File: src/rtl/mouse_delta_accum_pkg.sv
// Shared types and helpers for the mouse delta accumulator.
// Latency: none (types, constants and a combinational clamp function).
// Backpressure: none.
// Contents: port-ownership state enum, accumulator/snapshot/delta widths, clamp helper.
package mouse_delta_accum_pkg;

  typedef enum logic {
    INACTIVE = 1'b0,
    ACTIVE   = 1'b1
  } mouse_state_e;

  localparam int ACC_W   = 11;
  localparam int SNAP_W  = 8;
  localparam int DELTA_W = 9;

  typedef struct packed {
    logic                    hit;
    logic signed [ACC_W-1:0] val;
  } clamp_t;

  // Clamp v into [-lim-1, +lim] and report whether the clamp engaged.
  function automatic clamp_t clamp_acc(input logic signed [ACC_W-1:0] v, input int lim);
    logic signed [ACC_W-1:0] hi;
    logic signed [ACC_W-1:0] lo;
    clamp_t                  r;
    hi    = ACC_W'(lim);
    lo    = ~hi;  // two's complement: ~hi == -hi-1
    r.hit = 1'b0;
    r.val = v;
    if (v > hi) begin
      r.val = hi;
      r.hit = 1'b1;
    end else if (v < lo) begin
      r.val = lo;
      r.hit = 1'b1;
    end
    return r;
  endfunction

endpackage

File: src/rtl/mouse_axis_acc.sv
// One mouse axis: add delta on strobe, clamp, snapshot-and-clear on request.
// Latency: accumulator and snapshot update one cycle after strobe/snap request.
// Backpressure: none; every strobe and snap request is taken in its cycle.
// Ports: clk_i/reset_i; delta_i (signed 9b), strobe_i, snap_req_i, clear_i;
//        snap_o (8b snapshot register), sat_hit_o (combinational clamp event).
module mouse_axis_acc
  import mouse_delta_accum_pkg::*;
#(
  parameter bit NEGATE  = 1'b0,
  parameter int SAT_LIM = 127
) (
  input  logic                      clk_i,
  input  logic                      reset_i,
  input  logic signed [DELTA_W-1:0] delta_i,
  input  logic                      strobe_i,
  input  logic                      snap_req_i,
  input  logic                      clear_i,
  output logic        [SNAP_W-1:0]  snap_o,
  output logic                      sat_hit_o
);

  logic signed [ACC_W-1:0] acc_q, acc_d;
  logic signed [ACC_W-1:0] delta_ext;
  logic signed [ACC_W-1:0] base;
  logic signed [ACC_W-1:0] sum;
  logic        [SNAP_W-1:0] snap_q, snap_d;
  clamp_t                  cl;

  always_comb begin
    delta_ext = {{(ACC_W-DELTA_W){delta_i[DELTA_W-1]}}, delta_i};
    // Negation happens after widening so -256 becomes +256 rather than wrapping.
    if (NEGATE) delta_ext = -delta_ext;

    // A snapshot or a port hand-over empties the accumulator; a coincident
    // strobe then lands on an empty accumulator.
    base      = (snap_req_i || clear_i) ? '0 : acc_q;
    sum       = base + delta_ext;
    cl        = clamp_acc(sum, SAT_LIM);

    acc_d     = base;
    sat_hit_o = 1'b0;
    if (strobe_i && !clear_i) begin
      acc_d     = cl.val;
      sat_hit_o = cl.hit;
    end

    // Snapshot always takes the pre-add value.
    snap_d = snap_req_i ? acc_q[SNAP_W-1:0] : snap_q;
  end

  always_ff @(posedge clk_i) begin
    if (reset_i) begin
      acc_q  <= '0;
      snap_q <= '0;
    end else begin
      acc_q  <= acc_d;
      snap_q <= snap_d;
    end
  end

  assign snap_o = snap_q;

endmodule

File: src/rtl/mouse_delta_accum.sv
// Accumulates PS/2 mouse deltas for an MSX-style port, with snapshot-on-read and port ownership FSM.
// Latency: accumulators, snapshots, buttons and mouse_en all update one cycle after their inputs.
// Backpressure: none; strobes and snap requests are never stalled or dropped.
// Ports: clk_sys, reset (sync, active-high); mouse_x/y/flags/strobe from user_io; joy_active, snap_req
//        from the port encoder; snap_x/y + snap_valid, btn_n, mouse_en, sat_flag outputs.
module mouse_delta_accum
  import mouse_delta_accum_pkg::*;
#(
  parameter bit INVERT_X     = 1'b1,
  parameter int SAT_LIM      = 127,
  parameter int IDLE_TIMEOUT = 0
) (
  input  logic        clk_sys,
  input  logic        reset,
  input  logic [8:0]  mouse_x,
  input  logic [8:0]  mouse_y,
  input  logic [7:0]  mouse_flags,
  input  logic        mouse_strobe,
  input  logic        joy_active,
  input  logic        snap_req,
  output logic [7:0]  snap_x,
  output logic [7:0]  snap_y,
  output logic        snap_valid,
  output logic [1:0]  btn_n,
  output logic        mouse_en,
  output logic        sat_flag
);

  localparam int IDLE_W = (IDLE_TIMEOUT > 0) ? $clog2(IDLE_TIMEOUT + 1) : 1;
  localparam logic [IDLE_W-1:0] IDLE_MAX = IDLE_W'(IDLE_TIMEOUT);

  mouse_state_e       state_q, state_d;
  logic [IDLE_W-1:0]  idle_q, idle_d;
  logic [1:0]         btn_n_q, btn_n_d;
  logic               snap_valid_q;
  logic               sat_q, sat_d;
  logic               timeout_hit;
  logic               acc_clear;
  logic               sat_hit_x, sat_hit_y;
  logic               unused_flags;

  assign unused_flags = ^mouse_flags[7:2];

  // Idle counter: zeroed by a strobe, otherwise counts up and parks at the limit.
  always_comb begin
    idle_d = idle_q;
    if (mouse_strobe)          idle_d = '0;
    else if (idle_q != IDLE_MAX) idle_d = idle_q + IDLE_W'(1);
    // The drop happens on the same edge the counter reaches the limit.
    timeout_hit = (IDLE_TIMEOUT != 0) && (idle_d == IDLE_MAX);
  end

  always_comb begin
    state_d = state_q;
    case (state_q)
      INACTIVE: if (mouse_strobe) state_d = ACTIVE;
      ACTIVE:   if (!mouse_strobe && (joy_active || timeout_hit)) state_d = INACTIVE;
      default:  state_d = INACTIVE;
    endcase
    // Stale motion must not leak out after the joystick takes the port.
    acc_clear = (state_q == ACTIVE) && (state_d == INACTIVE);
  end

  always_comb begin
    btn_n_d = {~mouse_flags[1], ~mouse_flags[0]};
    sat_d   = sat_q;
    if (snap_req)              sat_d = 1'b0;
    if (sat_hit_x || sat_hit_y) sat_d = 1'b1;  // a fresh clamp outranks the clear
  end

  mouse_axis_acc #(.NEGATE(INVERT_X), .SAT_LIM(SAT_LIM)) u_acc_x (
    .clk_i      (clk_sys),
    .reset_i    (reset),
    .delta_i    ($signed(mouse_x)),
    .strobe_i   (mouse_strobe),
    .snap_req_i (snap_req),
    .clear_i    (acc_clear),
    .snap_o     (snap_x),
    .sat_hit_o  (sat_hit_x)
  );

  mouse_axis_acc #(.NEGATE(1'b0), .SAT_LIM(SAT_LIM)) u_acc_y (
    .clk_i      (clk_sys),
    .reset_i    (reset),
    .delta_i    ($signed(mouse_y)),
    .strobe_i   (mouse_strobe),
    .snap_req_i (snap_req),
    .clear_i    (acc_clear),
    .snap_o     (snap_y),
    .sat_hit_o  (sat_hit_y)
  );

  always_ff @(posedge clk_sys) begin
    if (reset) begin
      state_q      <= INACTIVE;
      idle_q       <= '0;
      btn_n_q      <= 2'b11;
      snap_valid_q <= 1'b0;
      sat_q        <= 1'b0;
    end else begin
      state_q      <= state_d;
      idle_q       <= idle_d;
      btn_n_q      <= btn_n_d;
      snap_valid_q <= snap_req;
      sat_q        <= sat_d;
    end
  end

  assign mouse_en   = (state_q == ACTIVE);
  assign btn_n      = btn_n_q;
  assign snap_valid = snap_valid_q;
  assign sat_flag   = sat_q;

endmodule
File: config.mk
export PLATFORM = sky130hd
export DESIGN_NAME = mouse_delta_accum
export DESIGN_NICKNAME = d
export VERILOG_FILES = /design/src/rtl/mouse_delta_accum_pkg.sv /design/src/rtl/mouse_axis_acc.sv /design/src/rtl/mouse_delta_accum.sv
export SDC_FILE = /design/constraint.sdc
export NUM_CORES = 1
export LEC_CHECK = 0
export ABC_AREA = 0
export BUFFER_PORTS_ARGS = -buffer_cell sky130_fd_sc_hd__buf_2
export CORE_MARGIN = 10
export CORE_UTILIZATION = 56
export DETAILED_ROUTE_END_ITERATION = 7
export GPL_ROUTABILITY_DRIVEN = 0
export GPL_TIMING_DRIVEN = 0
export PLACE_DENSITY = 0.88
export SYNTH_ARGS = -nofsm -noshare
export SYNTH_HDL_FRONTEND = slang
export SYNTH_SLANG_ARGS = --single-unit
File: constraint.sdc
create_clock -name clk_sys -period 5.6 [get_ports clk_sys]
set_input_delay 0 -clock clk_sys [delete_from_list [all_inputs] [get_ports clk_sys]]
set_output_delay 0 -clock clk_sys [all_outputs]
set_load 0.005 [all_outputs]
==> flow_summary.toml, run 1 <==
[synth]
ys_seq_area_share_pct = 29.4
synth_seq_cells = 43
synthesis.nets = 394
synth_top_area_share_pct = 29.4
mappedNetlistArea_um2 = 2930
yosysUniqueCellTypes = 61
synthTopCellsByArea = "dfxtp_1, ha_1, nor2_1"
yosys.area.top_type = "dfxtp_1"
synth_edf_count = 0
ys.flop_type = "dfxtp_1"
netlist_instances = 339
synth.avg_cell_area_um2 = 8.65
yosysWarnings = 0
async_reset_ff_share_pct = 0

[clock_network]
path_clk_slew_ps = 80
cts_tree = "yes"
cts_setup_buffers = 0
worstSkewPairLatency_ps = 290
post_cts_resized = 0
cts_sinks = 43
hold_buffers = 3
cts_max_level = 2
cts_buffer_depth = 2
cts-root-buf = "clkbuf_8"
cts_made_buffers = 5

[sta]
fmax_mhz = 216
fin_crit_ps = 4640
clock_skew_ps = 5.98
tightest_slew_ps = 721
hold_ws_ps = 172
setup_viol = 0
relSlewSlack_pct = 52.0
fin_crit_sh_pct = 82.8
fin_setup_tns_ps = 0
rsz0062_at_grt = "no"
slew_viol_final = 0
hold_viol_final = 0

[critical_path]
startpoint_type = "input pin"
startpoint = "joy_active"
r2r-start = "mouse_en"
arrival_ps = 4800
path_cells = "dlygate4sd3_1, buf_2, and3b_2, nor2_1, clkbuf_1, nand2_1, ha_1, inv_1, fa_1, a21o_1, and3_1, o21ai_1, o31ai_1, nor2_2, or4_1, ha_1, clkbuf_1, o21ai_0, nor2_1, nor3_1"
slowest_delay_ps = 540
critPathKind = "in2reg"
endpoint_kind = "flip-flop"
cp_max_fo = 10
cp-endpoint = "u_acc_x.acc_q[0]"
ff2ff_setup_slack_ps = 980
rr_endpoint = "u_acc_x.acc_q[0]"
rr_worst_depth = 18
critPathSlowestCell = "or4_1"
crit_required_ps = 5770

[pwr]
intPower_mw = 0.531
irDropWorstVdd_v = 0.000116
p_per_area_nw_per_um2 = 239
comb_power_share_pct = 33.1
clockPowerShare_pct = 24.2
switching_share_pct = 34.0
total_leakage_power_nw = 1.53
seqPwrFrac_pct = 42.7
netSwitchingPower_mw = 0.273

[grt]
grt-ovfl-total = 0
grt_pass1_wl_um = 12100
grt_max_degree = 14
track_usage_pct = 16.8
antenna_found_initial = 0
grt_pass1_vias = 2690

[floorplanning]
coreArea_um2 = 5110
die_h_um = 92.4
start_util_pct = 57.4
num_rows = 26
num_io_pins = 52
die_x_um = 92.4
dieArea_um2 = 8530

[final_layout]
syn_to_final_growth_pct = 14.6
num_antenna_cells = 0
final_cell_mix = "nor2_1, buf_2, dfxtp_1"
drive_above_1_share_pct = 19.2
fillerInstances = 424
layout_commonest_cell = "nor2_1"
nets = 449

[route]
routed-wl-met3_um = 402
antenna_left = 0
drt-met1-wl_um = 3080
drc = 0
dr.max_layer_used = "met4"
met2_length_um = 3590
wl_per_cell_um = 15.5
dr.pass1.iters = 4
wl_um = 7190
via_per_inst = 5.64
via_count = 2624
first_iter_violations = 124

[run]
max-cap-violations = 0

[placed_design]
dp_hpwl_um = 5570
portBuffers = 45

[worst_hold_path]
hp-class = "in2reg"

[status]
status = "finished clean"
[cell usage after synthesis (all sizes together) (2+ instances only)]
master and count:
nand2b 13, nor3b 2, a31o 2, o211ai 5, nand3b 2, o21ai 14, or3 2, nand4 2
o22ai 2, nand3 4, xnor2 4, clkbuf 9, a211oi 8, a21oi 16, o41ai 2, buf 7
ha 22, nand2 14, nor4 2, fa 2, dfxtp 43, nor2 49, a21o 4, o31a 3
or4 3, and2 19, o21a 8, nor3 6, o2bb2ai 2, xor2 8, a32o 2, inv 14
mux2i 16, a22o 2, o31ai 2, nor2b 6, a311oi 7
[worst min path at each step]
| stage | startpoint | cells past startpoint | endpoint | slack (ps) |
|---|---|---|---|---|
| after floorplan | mouse_flags[0] | 1 | btn_n[0] | 70 |
| after global placement | mouse_flags[0] | 2 | btn_n[0] | 170 |
| after detailed placement | mouse_flags[0] | 2 | btn_n[0] | 180 |
| after CTS | reset | 3 | u_acc_x.acc_q[9] | 160 |
| after global routing | reset | 3 | u_acc_x.acc_q[9] | 160 |
| final | reset | 3 | u_acc_x.acc_q[9] | 170 |
[metal layers]
| layer | up-vias | GRT usage (%) |
|---|---|---|
| met5 | - | 0 |
| met4 | 0 | 5.27 |
| met3 | 12 | 3.87 |
| met2 | 68 | 30.1 |
| met1 | 1221 | 19.2 |
| li1 | 1323 | - |
[critical path, delay by kind of cell]
| kind | cells | cell delay [ps] |
|---|---|---|
| fa+ha+maj | 3 | 730 |
| buf+inv | 5 | 1430 |
| simple gates | 8 | 1720 |
| compound gates | 4 | 910 |
[cell type report]
cell class / instances / area (um^2) / share of cell area (%)
Multi-Input combinational cell: 266 / 1950 / 58.0
Tap cell: 70 / 87.6 / 2.61
Inverter: 14 / 52.6 / 1.56
Clock inverter: 2 / 12.5 / 0.372
Sequential cell: 43 / 861 / 25.6
Buffer: 16 / 70.1 / 2.08
Clock buffer: 6 / 72.6 / 2.16
Timing Repair Buffer: 48 / 255 / 7.59
[registers in the layout, indices dropped and copies added (netlist names)]
name / cells
btn_n: 2
mouse_en: 1
sat_flag: 1
snap_valid: 1
u_acc_x.acc_q: 11
u_acc_x.snap_o: 8
u_acc_y.acc_q: 11
u_acc_y.snap_o: 8
[through the flow]
step | total power [mW] | setup WS (ps) | util (%) | std cells | area, um^2
2_1_floorplan | 0.543 | 1670 | - | 339 | 2930
3_3_place_gp | 0.602 | 956 | 63.5 | 454 | 3250
3_5_place_dp | 0.610 | 937 | 63.5 | 454 | 3250
4_1_cts | 0.803 | 1000 | 65.8 | 465 | 3360
5_1_grt | 0.851 | 641 | 65.8 | 465 | 3360
6_report | 0.804 | 963 | 65.8 | 465 | 3360
[logic make-up after synthesis]
kind of cell	Yosys count	share of synthesized area, %
compound gates	85	23.0
simple gates	129	23.7
mux	16	5.46
flops	43	29.4
xor+xnor	12	3.58
fa+ha+maj	24	10.8
buf+inv	30	4.18
[power groups by stage]
stage	clock, mW	combinational [mW]	sequential, mW
CTS	0.196	0.264	0.343
detailed placement	0	0.261	0.350
global route	0.209	0.295	0.346
global placement	0	0.252	0.349
floorplan	0	0.196	0.347
finish	0.195	0.266	0.343
Note: power is estimated with default switching activity, not from simulation.
==> inputs of run 2 (changes only) <==
==> constraint.sdc (replaced) <==
create_clock -name clk_sys -period 4.8 [get_ports clk_sys]
set_input_delay 0 -clock clk_sys [delete_from_list [all_inputs] [get_ports clk_sys]]
set_output_delay 0 -clock clk_sys [all_outputs]
set_load 0.005 [all_outputs]
==> run 2 against run 1 <==
Critical endpoint is now u_acc_x.acc_q[3]. Flip-flop and latch count unchanged. Via count up 0.57%. Critical path type unchanged. Global-route usage unchanged. Non-clock buffer count unchanged. Sequential share of layout area down 0.057 points. Combinational power up 17%. Sequential power up 17%. Register-to-register slack worse by 630 ps. Highest routed layer unchanged.
==> flow_summary.toml, run 2 (synthesis gave the netlist of run 1 again) <==
[critical_path]
rr_worst_depth = 15
cp_max_fo = 10
crit_family = "simple AND/OR/NAND/NOR gates"
critPathKind = "in2reg"
cp_num_buf_inv = 4
critPathSlowestCell = "dlygate4sd3_1"
slowest_delay_ps = 530
rr_endpoint = "u_acc_x.acc_q[3]"
crit_required_ps = 5010
ff2ff_setup_slack_ps = 350
endpoint_kind = "flip-flop"
r2r-start = "mouse_en"
path_cells = "dlygate4sd3_1, buf_2, and3b_2, nor2_2, clkbuf_1, and2_1, ha_1, a21o_1, and3_1, o21ai_1, a31o_2, nor2_2, or4_1, ha_1, clkbuf_1, a211o_1, a311oi_1"
arrival_ps = 4670
startpoint_type = "input pin"

[clock_network]
cts_setup_buffers = 0
cts_made_buffers = 5
cts_buffer_depth = 2
worstSkewPairLatency_ps = 300
path_clk_slew_ps = 80
cts_max_level = 2
cts_sinks = 43
cts_tree = "yes"
cts-root-buf = "clkbuf_8"

[grt]
grt_max_degree = 14
grt-ovfl-total = 0
grt_pass1_wl_um = 12100
antenna_found_initial = 0
track_usage_pct = 16.8
grt_pass1_vias = 2690

[sta]
setup_viol = 0
setup_slack_ps = 343
clock_skew_ps = 5.61
rsz0062_at_grt = "no"
hold_ws_ps = 159
fin_crit_sh_pct = 92.8
slew_viol_final = 0
hold_viol_final = 0
fin_crit_ps = 4460
tightest_slew_ps = 788
fmax_mhz = 224
relSlewSlack_pct = 47.5
fin_setup_tns_ps = 0

[placed_design]
place_ws_ps = 137
dpl_cell_area_um2 = 3250
dp_cells = 454
portBuffers = 45
dp_hpwl_um = 5570

[pwr]
clockPowerShare_pct = 24.2
total_leakage_power_nw = 1.53
finalPower_mw = 0.939
seqPwrFrac_pct = 42.6
intPower_mw = 0.619
netSwitchingPower_mw = 0.320
comb_power_share_pct = 33.1
p_per_area_nw_per_um2 = 279
switching_share_pct = 34.0
irDropWorstVdd_v = 0.000134

[route]
drc = 0
via_count = 2639
antenna_left = 0
dr.pass1.iters = 4
first_iter_violations = 108
via_per_inst = 5.68
wl_um = 7210
wl_per_cell_um = 15.5

[floorplanning]
coreArea_um2 = 5110
num_io_pins = 52
num_rows = 26
die_x_um = 92.4
start_util_pct = 57.4
dieArea_um2 = 8530
die_h_um = 92.4

[worst_hold_path]
hold_depth = 3
whs_endpoint = "u_acc_x.acc_q[9]"
hold_path_startpoint = "reset"
hp-class = "in2reg"

[final_layout]
fin_cells = 465
final_cell_mix = "nor2_1, buf_2, dfxtp_1"
syn_to_final_growth_pct = 14.8
reg_top3 = "u_acc_x.acc_q: 11 flops, u_acc_y.acc_q: 11 flops"
drive_above_1_share_pct = 19.7
nets = 449
num_antenna_cells = 0
final_util_pct = 65.9
fin_area_um2 = 3370
fillerInstances = 425

[status]
status = "finished clean"

[run]
max-cap-violations = 0
## run 2: cell count changes in the layout (fill, tap and decap cells not counted)
cell,change
nor2_1,-1
nor2_2,+1
o31ai_1,-1
o31ai_2,+1
## run 2: final cells by class
cell class	count	area [um^2]	area share, %
well taps	70	87.6	2.60
plain buffers	16	70.1	2.08
repair buffers	48	255	7.58
multi-input cells	266	1960	58.1
inverters	14	52.6	1.56
clock inverters	2	12.5	0.371
flip-flops and latches	43	861	25.6
clock buffers	6	72.6	2.15
## run 2: what timing repair did
action                                  4_1_cts  5_1_grt
endpoints found under the hold margin         3        0
hold buffers                                  3        0
gates resized for setup                       0        2
endpoints found under the setup margin        0        8
## run 2: worst register-to-register path: stages (launching register included)
cell and delay (ps):
dfxtp_1 330, and3b_2 280, nor2_2 250, clkbuf_1 400, and2_1 250, ha_1 290
a21o_1 210, and3_1 190, o21ai_1 290, a31o_2 250, nor2_2 60, or4_1 530
ha_1 300, clkbuf_1 220, a211o_1 280, a311oi_1 250
## run 2: metal layers
layer | part of all wire (%) | GRT usage, % | routed length [um] | up-vias
met5 | 0 | 0 | 0 | -
met3 | 6.5 | 3.87 | 467 | 15
li1 | - | - | - | 1327
met1 | 42 | 19.2 | 3000 | 1223
met2 | 50 | 30.1 | 3600 | 74
met4 | 1.8 | 5.27 | 133 | 0
## run 2: worst max path at each step
| stage | slack (ps) | endpoint | depth (start not counted) | startpoint |
|---|---|---|---|---|
| finish | 340 | u_acc_x.acc_q[3] | 17 | joy_active |
| global route | 90 | u_acc_x.acc_q[4] | 18 | joy_active |
| CTS | 200 | u_acc_x.acc_q[3] | 19 | joy_active |
| detailed placement | 140 | u_acc_x.acc_q[3] | 18 | snap_req |
| global placement | 160 | u_acc_x.acc_q[3] | 18 | snap_req |
| floorplan | 870 | u_acc_x.acc_q[3] | 17 | mouse_en |
## run 2: power groups by stage
stage	registers [mW]	clock network, mW	logic, mW
floorplan	0.405	0	0.229
global placement	0.408	0	0.295
detailed placement	0.408	0	0.304
CTS	0.400	0.229	0.308
global route	0.403	0.244	0.346
finish	0.400	0.228	0.311
